$ cat src/rtl/fsm_sdr_side.sv
// rtl/fsm_sdr_side.sv - memory-side endpoint of the Wishbone egress/ingress FIFO pair
// Optional read watchdog: define FSM_SDR_WDOG_EN.
module fsm_sdr_side #(
  parameter int AW          = 24,
  parameter int DW          = 32,
  parameter int MAX_OUTST   = 4,
  parameter int WDOG_CYCLES = 256
) (
  input  logic                     sdram_clk,
  input  logic                     sdram_rst_n,
  input  logic [2+DW/8+AW+DW-1:0]  egress_fifo_dat,
  input  logic                     egress_fifo_empty,
  output logic                     egress_fifo_re,
  output logic [DW-1:0]            ingress_fifo_dat,
  output logic                     ingress_fifo_we,
  input  logic                     ingress_fifo_full,
  output logic                     mem_cmd_valid,
  input  logic                     mem_cmd_ready,
  output logic                     mem_we,
  output logic                     mem_last,
  output logic [AW-1:0]            mem_adr,
  output logic [DW-1:0]            mem_dat_o,
  output logic [DW/8-1:0]          mem_sel,
  input  logic                     mem_rd_valid,
  output logic                     mem_rd_ready,
  input  logic [DW-1:0]            mem_rd_dat,
  output logic                     state_idle,
  output logic                     wdog_err
);

  localparam int SW = DW / 8;
  localparam logic [3:0] MAX_O = 4'(MAX_OUTST);

  typedef enum logic [1:0] {IDLE, WR, RD, DRAIN} state_t;

  state_t     state;
  logic [3:0] outst;
  logic       accept;
  logic       rd_acc;
  logic       beat;
  logic       dec;
  logic       wdog_hit;

  // Command fields are a zero-latency view of the FWFT egress head.
  assign mem_dat_o = egress_fifo_dat[DW-1:0];
  assign mem_adr   = egress_fifo_dat[DW +: AW];
  assign mem_sel   = egress_fifo_dat[DW+AW +: SW];
  assign mem_last  = egress_fifo_dat[DW+AW+SW];
  assign mem_we    = egress_fifo_dat[DW+AW+SW+1];

  always_comb begin
    mem_cmd_valid = 1'b0;
    case (state)
      WR:      mem_cmd_valid = !egress_fifo_empty;
      RD:      mem_cmd_valid = !egress_fifo_empty && (outst < MAX_O);
      default: mem_cmd_valid = 1'b0;
    endcase
  end

  assign accept           = mem_cmd_valid & mem_cmd_ready;
  assign egress_fifo_re   = accept;
  assign rd_acc           = accept & (state == RD);
  assign mem_rd_ready     = !ingress_fifo_full;
  assign beat             = mem_rd_valid & mem_rd_ready;
  assign ingress_fifo_we  = beat;
  assign ingress_fifo_dat = mem_rd_dat;
  // A stray beat with nothing outstanding is still pushed but never underflows the count.
  assign dec              = beat & (outst != 4'd0);

`ifdef FSM_SDR_WDOG_EN
  localparam int CW = $clog2(WDOG_CYCLES + 1);
  logic [CW-1:0] wcnt;
  logic          stall;

  assign stall    = ((state == RD) || (state == DRAIN)) && (outst != 4'd0) && !beat;
  assign wdog_hit = stall && (wcnt == CW'(WDOG_CYCLES - 1));
  assign wdog_err = wdog_hit;

  always_ff @(posedge sdram_clk or negedge sdram_rst_n) begin
    if (!sdram_rst_n) begin
      wcnt <= '0;
    end else if (beat || (outst == 4'd0) || wdog_hit) begin
      wcnt <= '0;
    end else if (stall) begin
      wcnt <= wcnt + CW'(1);
    end
  end
`else
  logic wdog_unused;
  assign wdog_unused = (WDOG_CYCLES == 0);
  assign wdog_hit    = 1'b0;
  assign wdog_err    = 1'b0;
`endif

  always_ff @(posedge sdram_clk or negedge sdram_rst_n) begin
    if (!sdram_rst_n) begin
      outst <= 4'd0;
    end else if (wdog_hit) begin
      outst <= 4'd0;
    end else if (rd_acc && !dec) begin
      outst <= outst + 4'd1;
    end else if (dec && !rd_acc) begin
      outst <= outst - 4'd1;
    end
  end

  always_ff @(posedge sdram_clk or negedge sdram_rst_n) begin
    if (!sdram_rst_n) begin
      state      <= IDLE;
      state_idle <= 1'b1;
    end else begin
      case (state)
        IDLE: begin
          if (!egress_fifo_empty) begin
            state      <= mem_we ? WR : RD;
            state_idle <= 1'b0;
          end
        end
        WR: begin
          if (accept && mem_last) begin
            state      <= IDLE;
            state_idle <= 1'b1;
          end
        end
        RD: begin
          if (accept && mem_last) begin
            state <= DRAIN;
          end
        end
        DRAIN: begin
          if ((outst == 4'd0) || wdog_hit) begin
            state      <= IDLE;
            state_idle <= 1'b1;
          end
        end
        default: begin
          state      <= IDLE;
          state_idle <= 1'b1;
        end
      endcase
    end
  end

endmodule
$ cat config.mk
export PLATFORM = sky130hd
export DESIGN_NAME = fsm_sdr_side
export DESIGN_NICKNAME = d
export VERILOG_FILES = /design/src/rtl/fsm_sdr_side.sv
export SDC_FILE = /design/constraint.sdc
export NUM_CORES = 1
export LEC_CHECK = 0
export BUFFER_PORTS_ARGS = -buffer_cell sky130_fd_sc_hd__buf_2
export CAP_MARGIN = 20
export CELL_PAD_IN_SITES_DETAIL_PLACEMENT = 1
export CELL_PAD_IN_SITES_GLOBAL_PLACEMENT = 1
export CORE_MARGIN = 2
export CORE_UTILIZATION = 17
export CTS_BUF_LIST = sky130_fd_sc_hd__clkbuf_8
export DETAILED_ROUTE_END_ITERATION = 10
export PLACE_DENSITY = 0.91
export SYNTH_ARGS = -nofsm -noshare
export SYNTH_HDL_FRONTEND = slang
export SYNTH_SLANG_ARGS = --single-unit
$ cat constraint.sdc
create_clock -name sdram_clk -period 2.8 [get_ports sdram_clk]
set_input_delay 0.14 -clock sdram_clk [delete_from_list [all_inputs] [get_ports sdram_clk]]
set_output_delay 0.14 -clock sdram_clk [all_outputs]
set_load 0.02 [all_outputs]
---- Word level (Yosys, flattened, before mapping) ----
Index checks and enable logic that the tools add are counted.
word-level totals
  output and inout port bits .............. 100
  input port bits ......................... 100
  word-level logic and storage cells ...... 45
  flip-flop bits (word level) ............. 7
cells by class
  bitwise operators ....................... 4
  add/sub/neg operators ................... 2
  $lt $le $gt $ge ......................... 1
  reduce and logical (&&, ||, !) cells .... 15
  eq/ne operators ......................... 7
  multiplexer cells ....................... 13
operator list
  kind                   number
  $mux W2                5
  $mux W4                2
  $pmux W2 S4            1
  $reduce_and A4 Y1      2
  $ne A2 B2 Y1 const B   3
  $add A4 B1 Y4 const B  1
  $and A1 B1 Y1          4
  $eq A2 B2 Y1 const B   2
  $logic_and A1 B1 Y1    4
  $logic_not A1 Y1       4
  $logic_not A4 Y1       1
  $lt A4 B3 Y1 const B   1
  $reduce_bool A4 Y1     1
  $sub A4 B1 Y4 const B  1
  $mux W1                3
  $pmux W1 S3            1
  $reduce_bool A3 Y1     1
  $eq A2 B1 Y1 const B   1
  $logic_not A2 Y1       1
  $ne A2 B1 Y1 const B   1
  $pmux W1 S2            1
  $reduce_bool A2 Y1     1

---- Longest topological paths before layout ----
  depth after elaboration ................. 9
  depth in mapped cells ................... 12
  mapped depth without buffers ............ 12

---- Least setup slack after synthesis ----
No wires, ideal clock.
  path kind ............................... register to register
  from .................................... register state[0]
  to ...................................... register outst[3]
  buffers on the path ..................... 0
  setup time .............................. 124 ps
  data required time ...................... 2676 ps
  cell stages (with the launch flop) ...... 13
  data arrival time ....................... 2596 ps
  path slack .............................. 80 ps
  clock period less this slack ............ 2720 ps
  path through ............................ dfrtp_1 -> inv_1 -> ha_1 -> a21oi_1 -> nor3b_1 -> and3_1 -> ha_1 -> inv_1 -> ha_1 -> a21oi_1 -> and3_1 -> o21bai_1 -> xnor2_1
between the ends
  word-level cells in the longest chain between the ends .. 7
  elaborated cells between the ends (all ways) .. 10
  those cells by class .................... eq/ne (2); mux (2); bitwise (2); reduce/logical (4)
RTL lines
  item                                                 RTL line  RTL
  from (decl)                                          36        state_t state;
  from (signal assigned)                               115       state <= mem_we ? WR : RD;
  $eq A2 B2 Y1 / $eq A2 B1 Y1 (equally long branches)  53        case (state)
  $pmux W1 S2 (*)                                      53
  net mem_cmd_valid                                    17        output logic mem_cmd_valid,
  $and A1 B1 Y1 (*)                                    60        assign accept = mem_cmd_valid & mem_cmd_ready;
  $and A1 B1 Y1 (*)                                    62        assign rd_acc = accept & (state == RD);
  $logic_not A1 Y1                                     102       end else if (dec && !rd_acc) begin
  $logic_and A1 B1 Y1                                  102
  $reduce_bool A2 Y1 (no line)                         --
  to (signal assigned)                                 101       outst <= outst + 4'd1;
  to (signal assigned)                                 103       outst <= outst - 4'd1;
  to (decl)                                            37        logic [3:0] outst;
Mark *: on every way through the listed nets, which the timed path passes. The rest lies on a longest branch.
A chain may end at the register's enable or synchronous reset.

---- Worst setup path in the final report ----
  from .................................... register state[1]
  to ...................................... register outst[3]
between the ends
  word-level cells in the longest chain between the ends .. 7
  elaborated cells between the ends (all ways) .. 10
  those cells by class .................... eq/ne (2); mux (2); bitwise (2); reduce/logical (4)
RTL lines
  item                                                 RTL line
  $eq A2 B2 Y1 / $eq A2 B1 Y1 (equally long branches)  53, 62
  $pmux W1 S2                                          53
  $and A1 B1 Y1                                        60
  $and A1 B1 Y1 (*)                                    62
  $logic_not A1 Y1                                     102
  $logic_and A1 B1 Y1                                  102
  $reduce_bool A2 Y1 (no line)                         --
Every way passes the cells marked *; elsewhere a longest branch is shown, timed or not.

==> metrics <==
count of maximum capacitance violations=0; type of the worst setup path=flip-flop to flip-flop; final cell utilization of the core=11.0%; number of antenna cells inserted=0; leakage dissipation=0.345 nW; Logic pwr share=53.1%; number of vias in the routed layout=609; portion of the post-synthesis area used by sequential elements=14.1%; hold slack final=0.272 ns; highest cell delay on the worst timing path=0.39 ns; switching pwr=0.353 mW; TritonCTS sink count=7; Setup violations, final=0; Max Fanout on Critical Path=5; Clk pwr share=18.1%; via density per instance=3.50; Total Routing Usage GR=5.12%; Power Dens Cells=1000 nW/um^2; proportion of layout cells with a drive suffix above 1=32.0%; H-Tree Depth=1; cell family contributing the most delay on the critical path=adder cells; unrepaired setup endpoints after global routing=false; number of placed I/O pins=200; series of cell instances along the critical path=inv_1 -> ha_1 -> a21oi_1 -> nor3b_2 -> and3_1 -> ha_1 -> inv_1 -> ha_1 -> a21oi_1 -> and3_1 -> o21bai_1 -> xnor2_1; DRC violation count after routing=0; M1 wire length=630 microns; die outline height=89.9 microns; number of slew-limit violations in the final report=0; TritonCTS clock tree=yes; outcome=completed; post-route clock period utilization=90.8%; final HPWL from detailed placement=1660 microns; post-synthesis sequential element count=7; area of all placed cells without fillers=797 sq um; number of placement rows=31; Ys Warns=0; top sig layer=met4; worst path required time=2.91 ns; crit start category=flip-flop; clock tree skew after final layout=0.00266 ns; DRT Pass-1 Iters=4; switching fraction of total power=44.1%; Inserted Clock Buffers=3; Syn Nets=259; cell type of the slowest stage on the worst timing path=dfrtp_1; core footprint=7210 sq um; Worst VDD drop=158 uV; quantity of I/O buffers inserted on ports=14; drt initial violations=6; die span in x=89.9 microns; Reg clk slew, reported paths=0.04 ns; Most common cell on crit path=ha_1; WL met2=921 microns; post-DR wirelength/cell=12.1 microns; post-synthesis cell count=151; Final Hold Fails=0; synth unique cells=27; vias in the first global route=666; final net count=184; met3 routed wirelength=279 microns; clock period minus final worst setup slack=2.54 ns; root buffer cell=clkbuf_8; Achievable Freq=394 MHz; final weighted congestion of routability-driven global placement=0.754; signal arrival time at the worst endpoint=2.65 ns; effective utilization at floorplan=17.4%; register share of total power=28.7%; setup TNS=0 ns; Int Power=0.448 mW; aggregate global routing overflow=0; critical path endpoint category=flip-flop; Post CTS Setup Buffer Count=0; Skew-Pair Late Insertion Delay=0.23 ns; number of antenna violations at the first check in global routing=0; Buf/Inv on CP=2; class of the worst hold path=primary input to asynchronous set/reset pin; pin count of the biggest net entering global routing=8; buffer levels on the longest clock path=2; area of the mapped netlist=1250 sq um; layout-stage area growth over the synthesis result=-36.4%; final antenna-violating net count=0; global-route wire length before repair=3200 microns; Avg Cell Area, Syn=8.30 sq um; post-detailed-routing wire length=2110 microns; Die Outline Area=8080 sq um; Area after DPL=734 sq um
-- placed cells by master (no fill, tap or decap) --
cell / instances
a21boi_0: 1
a21oi_1: 4
a21oi_2: 1
a31oi_1: 1
and2_1: 1
and3_1: 2
buf_2: 14
clkbuf_8: 3
conb_1: 1
dfrtp_1: 6
dfstp_2: 1
dlygate4sd3_1: 1
fa_1: 1
ha_1: 6
ha_2: 1
inv_1: 6
mux2_2: 1
mux2i_1: 2
nand2_1: 5
nand3_1: 1
nand4b_1: 1
nor2_1: 2
nor2b_1: 1
nor3b_2: 1
o21ai_0: 3
o21bai_1: 2
o41ai_1: 1
o41ai_2: 1
or2_2: 1
xnor2_1: 3
-- synth_stat cells, drive strengths merged --
library cell	number	area (sq um)
a21boi	1	7.51
a21oi	5	28.8
a31oi	1	6.26
and2	1	6.26
and3	2	12.5
buf	95	713
conb	1	3.75
dfrtp	6	150
dfstp	1	26.3
fa	1	20.0
ha	7	87.6
inv	5	18.8
mux2	1	11.3
mux2i	2	20.0
nand2	5	18.8
nand3	1	5.00
nand4b	1	8.76
nor2	2	7.51
nor2b	1	6.26
nor3b	1	7.51
o21ai	3	15.0
o21bai	2	15.0
o41ai	2	25.0
or2	1	6.26
xnor2	3	26.3
-- registers in the layout (all words and copies together) (netlist names) --
name        flops
outst           4
state           2
state_idle      1
-- worst paths after layout --
kind,start,end,slack [ns],cells past startpoint
setup / recovery,state[1],outst[3],0.26,12
hold / removal,sdram_rst_n,state[1],0.27,2
hold reg to reg,state_idle,state_idle,0.53,2
min in group sdram_clk,mem_rd_dat[11],ingress_fifo_dat[11],0.28,0
setup reg to reg,state[1],outst[3],0.26,12
max in group asynchronous,sdram_rst_n,state_idle,2.30,2
-- cell type report --
| class | instances | area (sq um) |
|---|---|---|
| Inverter | 5 | 18.8 |
| Sequential cell | 7 | 176 |
| Fill cell | 877 | 6420 |
| Clock buffer | 3 | 41.3 |
| Timing Repair Buffer | 15 | 80.1 |
| Multi-Input combinational cell | 44 | 353 |
| Clock inverter | 1 | 3.75 |
| Tap cell | 99 | 124 |
-- per-stage QoR --
step | setup slack [ns] | std cells | power (mW)
after detailed placement | 0.186 | 169 | 0.645
after floorplan | 0.0798 | 151 | 0.717
after CTS | 0.173 | 174 | 0.798
after global placement | 0.383 | 169 | 0.608
final | 0.259 | 174 | 0.800
after global routing | 0.0391 | 174 | 0.872
-- power by group through the flow --
| stage | logic, mW | clock network (mW) | registers [mW] |
|---|---|---|---|
| 2_1_floorplan | 0.493 | 0 | 0.224 |
| 3_3_place_gp | 0.380 | 0 | 0.228 |
| 3_5_place_dp | 0.411 | 0 | 0.234 |
| 4_1_cts | 0.415 | 0.151 | 0.232 |
| 5_1_grt | 0.475 | 0.155 | 0.242 |
| 6_report | 0.425 | 0.145 | 0.230 |
-- cell families after synthesis --
family	count (synthesis)	synth area share, %
simple gates	15	6.29
mux	3	2.50
fa+ha+maj	8	8.58
flops	7	14.1
xor+xnor	3	2.10
buf+inv	100	58.4
compound gates	14	7.78
other cells	1	0.299
-- timing repair --
action | 4_1_cts | 5_1_grt
resized for setup | 0 | 2
hold endpoints to repair | 7 | 0
hold buffers | 1 | 0
setup endpoints to repair | 0 | 1
-- layer usage --
| metal | GRT usage, % | up-vias |
|---|---|---|
| li1 | - | 231 |
| met1 | 3.79 | 279 |
| met2 | 7.51 | 56 |
| met3 | 2.60 | 43 |
| met4 | 8.46 | 0 |
| met5 | 0 | - |
Power figures use the tool's default switching activity.
